## config.mk

```make
export PLATFORM = sky130hd
export DESIGN_NAME = ldpc_iter_ctrl
export DESIGN_NICKNAME = d
export VERILOG_FILES = /design/src/rtl/ldpc_ctrl_pkg.sv /design/src/rtl/ldpc_phase_timer.sv /design/src/rtl/ldpc_iter_ctrl.sv
export SDC_FILE = /design/constraint.sdc
export NUM_CORES = 1
export LEC_CHECK = 0
export ABC_AREA = 0
export CAP_MARGIN = 20
export CORE_MARGIN = 1.5
export CORE_UTILIZATION = 54
export DETAILED_ROUTE_END_ITERATION = 10
export HOLD_SLACK_MARGIN = 0.15
export PLACE_DENSITY_LB_ADDON = 0.08
export SETUP_SLACK_MARGIN = 0.4
export SYNTH_ARGS = -nofsm -noshare
export SYNTH_HDL_FRONTEND = slang
export SYNTH_SLANG_ARGS = --single-unit
export TNS_END_PERCENT = 100
```

## constraint.sdc

```tcl
create_clock -name i_clk -period 6.8 [get_ports i_clk]
set_clock_uncertainty 0.1 [all_clocks]
set_input_delay 0.68 -clock i_clk [delete_from_list [all_inputs] [get_ports i_clk]]
set_output_delay 0.68 -clock i_clk [all_outputs]
set_load 0.005 [all_outputs]
```

## src/rtl/ldpc_ctrl_pkg.sv

```systemverilog
// ldpc_ctrl_pkg: shared state encoding and default parameters for the LDPC iteration controller
package ldpc_ctrl_pkg;

    typedef enum logic [2:0] {
        S_IDLE,
        S_LOAD,
        S_VN,
        S_CN,
        S_CHECK,
        S_DONE
    } ldpc_ctrl_state_t;

    localparam int DEF_MAX_ITER_W = 5;
    localparam int DEF_VN_LAT     = 1;
    localparam int DEF_CN_LAT     = 2;

    // Phase counter width: must hold the longer phase length minus one.
    function automatic int phase_w(input int a, input int b);
        return $clog2((a > b ? a : b) + 1);
    endfunction

endpackage

```

## src/rtl/ldpc_phase_timer.sv

```systemverilog
// ldpc_phase_timer: loadable down-counter that stops at zero and flags terminal count
module ldpc_phase_timer #(
    parameter int W = 2
) (
    input  logic         i_clk,
    input  logic         i_rst_n,
    input  logic         i_load,
    input  logic [W-1:0] i_val,
    output logic         o_tc
);

    logic [W-1:0] cnt;

    always_ff @(posedge i_clk) begin
        if (!i_rst_n)
            cnt <= '0;
        else if (i_load)
            cnt <= i_val;
        else if (cnt != '0)
            cnt <= cnt - 1'b1;
    end

    assign o_tc = cnt == '0;

endmodule

```

## src/rtl/ldpc_iter_ctrl.sv

```systemverilog
// ldpc_iter_ctrl: LDPC decoder iteration sequencer (load, VN/CN phases, syndrome check, handoff)
module ldpc_iter_ctrl
    import ldpc_ctrl_pkg::*;
#(
    parameter int MAX_ITER_W = DEF_MAX_ITER_W,
    parameter int VN_LAT     = DEF_VN_LAT,
    parameter int CN_LAT     = DEF_CN_LAT
) (
    input  logic                  i_clk,
    input  logic                  i_rst_n,
    input  logic                  i_start,
    input  logic [MAX_ITER_W-1:0] i_max_iter,
    input  logic                  i_syn_ok,
    input  logic                  i_out_ready,
    output logic                  o_busy,
    output logic                  o_llr_load,
    output logic                  o_c2v_clr,
    output logic                  o_vn_en,
    output logic                  o_cn_en,
    output logic                  o_valid,
    output logic                  o_success,
    output logic [MAX_ITER_W-1:0] o_iter
);

    localparam int PW = phase_w(VN_LAT, CN_LAT);

    ldpc_ctrl_state_t      state, nxt;
    logic [MAX_ITER_W-1:0] lim;
    logic                  tc, last, load;
    logic [PW-1:0]         load_val;

    // Widened compare so the all-ones iteration count cannot wrap past the limit.
    assign last = ({1'b0, o_iter} + (MAX_ITER_W+1)'(1)) >= {1'b0, lim};

    always_comb begin
        nxt = S_IDLE;
        case (state)
            S_IDLE:  nxt = i_start ? S_LOAD : S_IDLE;
            S_LOAD:  nxt = S_VN;
            S_VN:    nxt = tc ? S_CN : S_VN;
            S_CN:    nxt = tc ? S_CHECK : S_CN;
            S_CHECK: nxt = (i_syn_ok || last) ? S_DONE : S_VN;
            S_DONE:  nxt = i_out_ready ? S_IDLE : S_DONE;
            default: nxt = S_IDLE;
        endcase
    end

    assign load     = (state == S_LOAD) || (state == S_VN && tc) || (state == S_CHECK && nxt == S_VN);
    assign load_val = state == S_VN ? PW'(CN_LAT - 1) : PW'(VN_LAT - 1);

    ldpc_phase_timer #(.W(PW)) u_timer (
        .i_clk   (i_clk),
        .i_rst_n (i_rst_n),
        .i_load  (load),
        .i_val   (load_val),
        .o_tc    (tc)
    );

    // Outputs are registered from the next state so they line up with the state register.
    always_ff @(posedge i_clk) begin
        if (!i_rst_n) begin
            state      <= S_IDLE;
            lim        <= '0;
            o_busy     <= 1'b0;
            o_llr_load <= 1'b0;
            o_c2v_clr  <= 1'b0;
            o_vn_en    <= 1'b0;
            o_cn_en    <= 1'b0;
            o_valid    <= 1'b0;
            o_success  <= 1'b0;
            o_iter     <= '0;
        end else begin
            state      <= nxt;
            o_busy     <= nxt != S_IDLE;
            o_llr_load <= nxt == S_LOAD;
            o_c2v_clr  <= nxt == S_LOAD || (nxt == S_VN && (state == S_LOAD || o_c2v_clr));
            o_vn_en    <= nxt == S_VN;
            o_cn_en    <= nxt == S_CN;
            o_valid    <= nxt == S_DONE;
            o_success  <= nxt == S_DONE && (state == S_DONE ? o_success : i_syn_ok);
            if (state == S_IDLE && i_start)
                lim <= i_max_iter == '0 ? MAX_ITER_W'(1) : i_max_iter;
            if (state == S_LOAD)
                o_iter <= '0;
            else if (state == S_CHECK && !(&o_iter))
                o_iter <= o_iter + 1'b1;
        end
    end

endmodule

```

After elaboration in Yosys (flattened, before gate mapping):

Index checks and enable logic that the tools add are counted.
Widths: inputs -> output; s select.

* flip-flop bits (word level): 22
* bits of input ports: 10
* output and inout port bits: 12
* logic and storage cells: 56

* $add $sub $neg: 3
* order comparisons: 1
* eq/ne operators: 9
* mux-type cells: 11
* bitwise gates (word level): 1
* reductions and logical operators: 20

Operator list (number)
* $pmux 3 s6: 1
* $eq 3x2->1 const B: 4
* $eq 3x3->1 const B: 3
* $mux 3: 3
* $add 5x1->6 const B: 1
* $eq 3x1->1 const B: 2
* $ge 6x5->1: 1
* $logic_and 1x1->1: 6
* $add 5x1->5 const B: 1
* $logic_not 5->1: 1
* $logic_or 1x1->1: 5
* $mux 5: 1
* $reduce_and 5->1: 1
* $mux 1: 4
* $mux 2: 2
* $reduce_bool 2->1: 2
* $logic_not 3->1: 1
* $reduce_bool 3->1: 1
* $logic_not 2->1: 1
* $reduce_or 2->1: 1
* $sub 2x1->2 const B: 1
* $logic_not 1->1: 1
* $not 1->1: 1

Depth between registers and ports, before layout:

* word-level depth: 9
* depth in mapped cells: 9
* gate-level depth less buffers: 9

Hierarchy:

Synthesis repeated with hierarchy kept, for this count alone.

* cell total of the unflattened synthesis: 133
* area, all modules: 1228.7 sq um

By module, submodules not included
* ldpc_iter_ctrl: times used 1, cells each 120, area each 1104.8 sq um, seq. area each 400.4 sq um
* ldpc_phase_timer: times used 1, cells each 13, area each 123.9 sq um, seq. area each 40.0 sq um

Worst setup path before layout:

No wires, ideal clock.

* kind: register to register
* start: register o_iter[0]
* end: register o_success
* library setup time: 0.073 ns
* data arrival time: 2.175 ns
* required time: 6.627 ns
* slack: 4.452 ns
* stages on the path, launching flop included: 10
* path buffers: 0
* clock period less this slack: 2.348 ns
* cells stage by stage: dfxtp_1 -> ha_1 -> and3_1 -> ha_1 -> ha_1 -> o21ai_0 -> nor2_1 -> a211oi_1 -> or3b_1 -> nor3_2

* cells in the longest elaborated chain, start to end: 7

RTL lines
* start, declared: RTL line ldpc_iter_ctrl.sv:22 `output logic [MAX_ITER_W-1:0] o_iter`
* start signal, assigned: RTL line ldpc_iter_ctrl.sv:86 `o_iter <= o_iter + 1'b1;`
* $add 5x1->6: RTL line ldpc_iter_ctrl.sv:33 `assign last = ({1'b0, o_iter} + (MAX_ITER_W+1)'(1)) >= {1'b0, lim};`
* $ge 6x5->1: RTL line ldpc_iter_ctrl.sv:33
* $logic_or 1x1->1: RTL line ldpc_iter_ctrl.sv:42 `S_CHECK: nxt = (i_syn_ok || last) ? S_DONE : S_VN;`
* $mux 3: RTL line ldpc_iter_ctrl.sv:42
* $pmux 3 s6: RTL line ldpc_iter_ctrl.sv:37 `case (state)`
* $eq 3x3->1: RTL line ldpc_iter_ctrl.sv:80 `o_success <= nxt == S_DONE && (state == S_DONE ? o_success : i_syn_ok);`
* $logic_and 1x1->1: RTL line ldpc_iter_ctrl.sv:80
* end signal, assigned: RTL line ldpc_iter_ctrl.sv:80
* end, declared: RTL line ldpc_iter_ctrl.sv:21 `output logic o_success,`

No other way between the ends.
A chain may end at the register's enable or synchronous reset.

Final worst setup path:

Same ends and word-level chain as after synthesis.

==> flow_summary_export.csv <==
group,metric,value,unit
critical_path,path_max_fanout,5,
power_and_ir_drop,ir_drop,0.216,mV
critical_path,required,6960,ps
floorplanning,rows,16,
synthesis,synth_compound_area_share,16.3,%
synthesis,syn_avg_cell_area,8.90,µm²
place,place_congestion,0.786,
floorplanning,io_pins,22,
synthesis,yosys_warnings,0,
synthesis,netlist.area_leader.share,37.5,%
route,avgViaCountPerCell,5.34,
place,hpwl,1.74,mm
cells_and_area,final_cell_mix,"22 x dfxtp_1, 21 x clkdlybuf4s50_1, 16 x nor2_1, 10 x a21oi_1, 8 x ha_1",
synthesis,synth_ff_type,"dfxtp_1",
power_and_ir_drop,p_leak,0.549,nW
critical_path,reg2reg_from,"o_iter[0]",
synthesis,ys_async_sr_fraction,0,%
run_status,status,"completed",
critical_path,cp.arrival,2690,ps
sta,worstMarginPinSlew,926,ps
cts,clock_latency,310,ps
route,drt_iter0_markers,15,
sta,fin_tns_setup,0,ps
min_path,min_from,"lim[0]",
critical_path,critical_path_class,"reg2reg",
synthesis,ys_seq_area_share,37.5,%
floorplanning,die_w,49.6,µm
place,port_buffers,21,
synthesis,synth.distinct_cells,38,
cts,cts_resized,0,
sta,slew_headroom,38.1,%
sta,drv_slew,0,
synthesis,netlist_instances,132,
floorplanning,initial_core_util,58.7,%
cts,cts.path.max_buffers,2,
cells_and_area,area_growth_syn_to_layout,19.3,%
job,maxCapViolCount,0,
floorplanning,die-area,2460,µm²
cts,htree_levels,1,
route,drtAntennaViolNets,0,
sta,fin_crit_sh,37.2,%
global_route,grt_pass1_vias,912,
cells_and_area,antenna_cells,0,
cts,ctsHoldBuffers,0,
min_path,hold_path.class,"reg2reg",
global_route,grt_pass1_wl,3.86,mm
route,dr_total_vias,945,
sta,period_minus_slack,2530,ps
route,drc,0,
cts,clock_sinks,22,
cells_and_area,layout_commonest_cell,"dfxtp_1",
critical_path,start_kind,"flop",
critical_path,cp-end-kind,"flop",
synthesis,synth_top_family_by_area,"simple AND/OR/NAND/NOR gates",
synthesis,synth_mux_area_share,1.70,%
global_route,grt_max_degree,17,
floorplanning,core,2000,µm²
synthesis,yosys_register_bits,22,
route,dr.pass1.iters,4,
route,drt_wl_total,2.30,mm
global_route,grtUsageTotal,20.5,%
sta,rsz0062_at_grt,"false",
power_and_ir_drop,p_total,0.000352,W
sta,fmax,0.395,GHz
cts,cts-root-buf,"clkbuf_4",
synthesis,syn-cell-area,1170,µm²
power_and_ir_drop,p_per_area,251,nW/µm²
floorplanning,die_h,49.6,µm
cells_and_area,drive_above_1_share,6.67,%
cts,cts_buffers,3,
synthesis,yosys.area.top_type,"dfxtp_1",
synthesis,synth_fp_nets,150,
synthesis,synth_xor_area_share,5.22,%
cts,cts_tree,"yes",
synthesis,synthAdderAreaFrac,8.52,%
critical_path,cp-startpoint,"o_iter[0]",
route,wl_per_cell,13.0,µm
cts,postCtsSetupBuffers,0,
synthesis,ys_top_cells_by_area,"dfxtp_1 37%, ha_1 8.5%, nor2_1 5.1%",
sta,setup_violations,0,
global_route,grt_overflow,0,
synthesis,yosys.area_share.simple,25.1,%
sta,finalHoldViolations,0,
synthesis,synth-edff-count,0,
global_route,antenna_found_initial,0,
cells_and_area,finalNetCount,170,
cts,path_clk_slew,110,ps
-- worst paths after layout --
check	cells after the start	endpoint	slack, ps
max	9	o_success	4270
min	1	lim[0]	430
max reg2reg	9	o_success	4270
min reg2reg	1	lim[0]	430
-- cell type report --
cell class,instances,area (µm²)
flip-flops and latches,22,440
repair buffers,21,210
multi-input cells,97,668
fillers,165,601
clock buffers,3,22.5
well taps,27,33.8
inverters,7,26.3
-- cells by family after synthesis --
group	Yosys count
and+or+nand+nor	52
AOI/OAI and AO/OA	28
DFF	22
buffers and inverters	13
adders and majority gates	8
xor gates and xnor gates	7
muxes	2
-- worst max-delay path, cell delays in order, from the launching register on --
cell,delay (ps)
dfxtp_1,370
ha_1,250
and3_1,200
ha_1,290
ha_1,270
o21ai_0,60
nor2_1,210
a211oi_1,130
or3b_1,430
nor3_2,160
-- routing by layer --
metal,track usage [%],routed length [µm],vias to the layer above
li1,-,-,497
met1,23.2,1060,418
met2,36.2,1120,25
met3,6.97,97,5
met4,6.02,24,0
met5,0,0,-
-- power breakdown --
| part | internal [W] | switching, W |
|---|---|---|
| registers | 0.000148 | 0.0000171 |
| logic | 0.0000633 | 0.0000650 |
| clock network | 0.0000208 | 0.0000377 |
-- stage by stage --
step,setup slack [ps],cells,area [µm²],hold slack (ps),utilization (%)
2_1_floorplan,4450,132,1170,376,-
3_3_place_gp,4240,174,1380,402,68.9
3_5_place_dp,4150,174,1380,406,68.9
4_1_cts,4270,177,1400,434,70.0
5_1_grt,4140,177,1400,457,70.0
6_report,4270,177,1400,427,70.0
-- state kept, by name (all words and copies together), names as in the netlist --
| name | count |
|---|---|
| lim | 5 |
| o_iter | 5 |
| state | 3 |
| u_timer.cnt | 2 |
| o_busy | 1 |
| o_c2v_clr | 1 |
| o_cn_en | 1 |
| o_llr_load | 1 |
| o_success | 1 |
| o_valid | 1 |
| o_vn_en | 1 |
-- cell usage after synthesis (2+ instances only) --
| master | instances |
|---|---|
| mux2i_1 | 2 |
| nor2b_1 | 6 |
| nor3_1 | 2 |
| inv_1 | 7 |
| clkbuf_1 | 2 |
| buf_2 | 2 |
| dfxtp_1 | 22 |
| nand3b_1 | 2 |
| a211oi_1 | 3 |
| a21oi_1 | 10 |
| nand2_1 | 7 |
| and2_1 | 2 |
| or3b_1 | 2 |
| nor2_1 | 16 |
| xnor2_1 | 4 |
| o21ai_0 | 5 |
| a211oi_2 | 2 |
| nand2b_1 | 3 |
| ha_1 | 8 |
| and3_1 | 4 |
| xor2_1 | 3 |
| buf_6 | 2 |
Note: power is estimated with default switching activity, not from simulation.
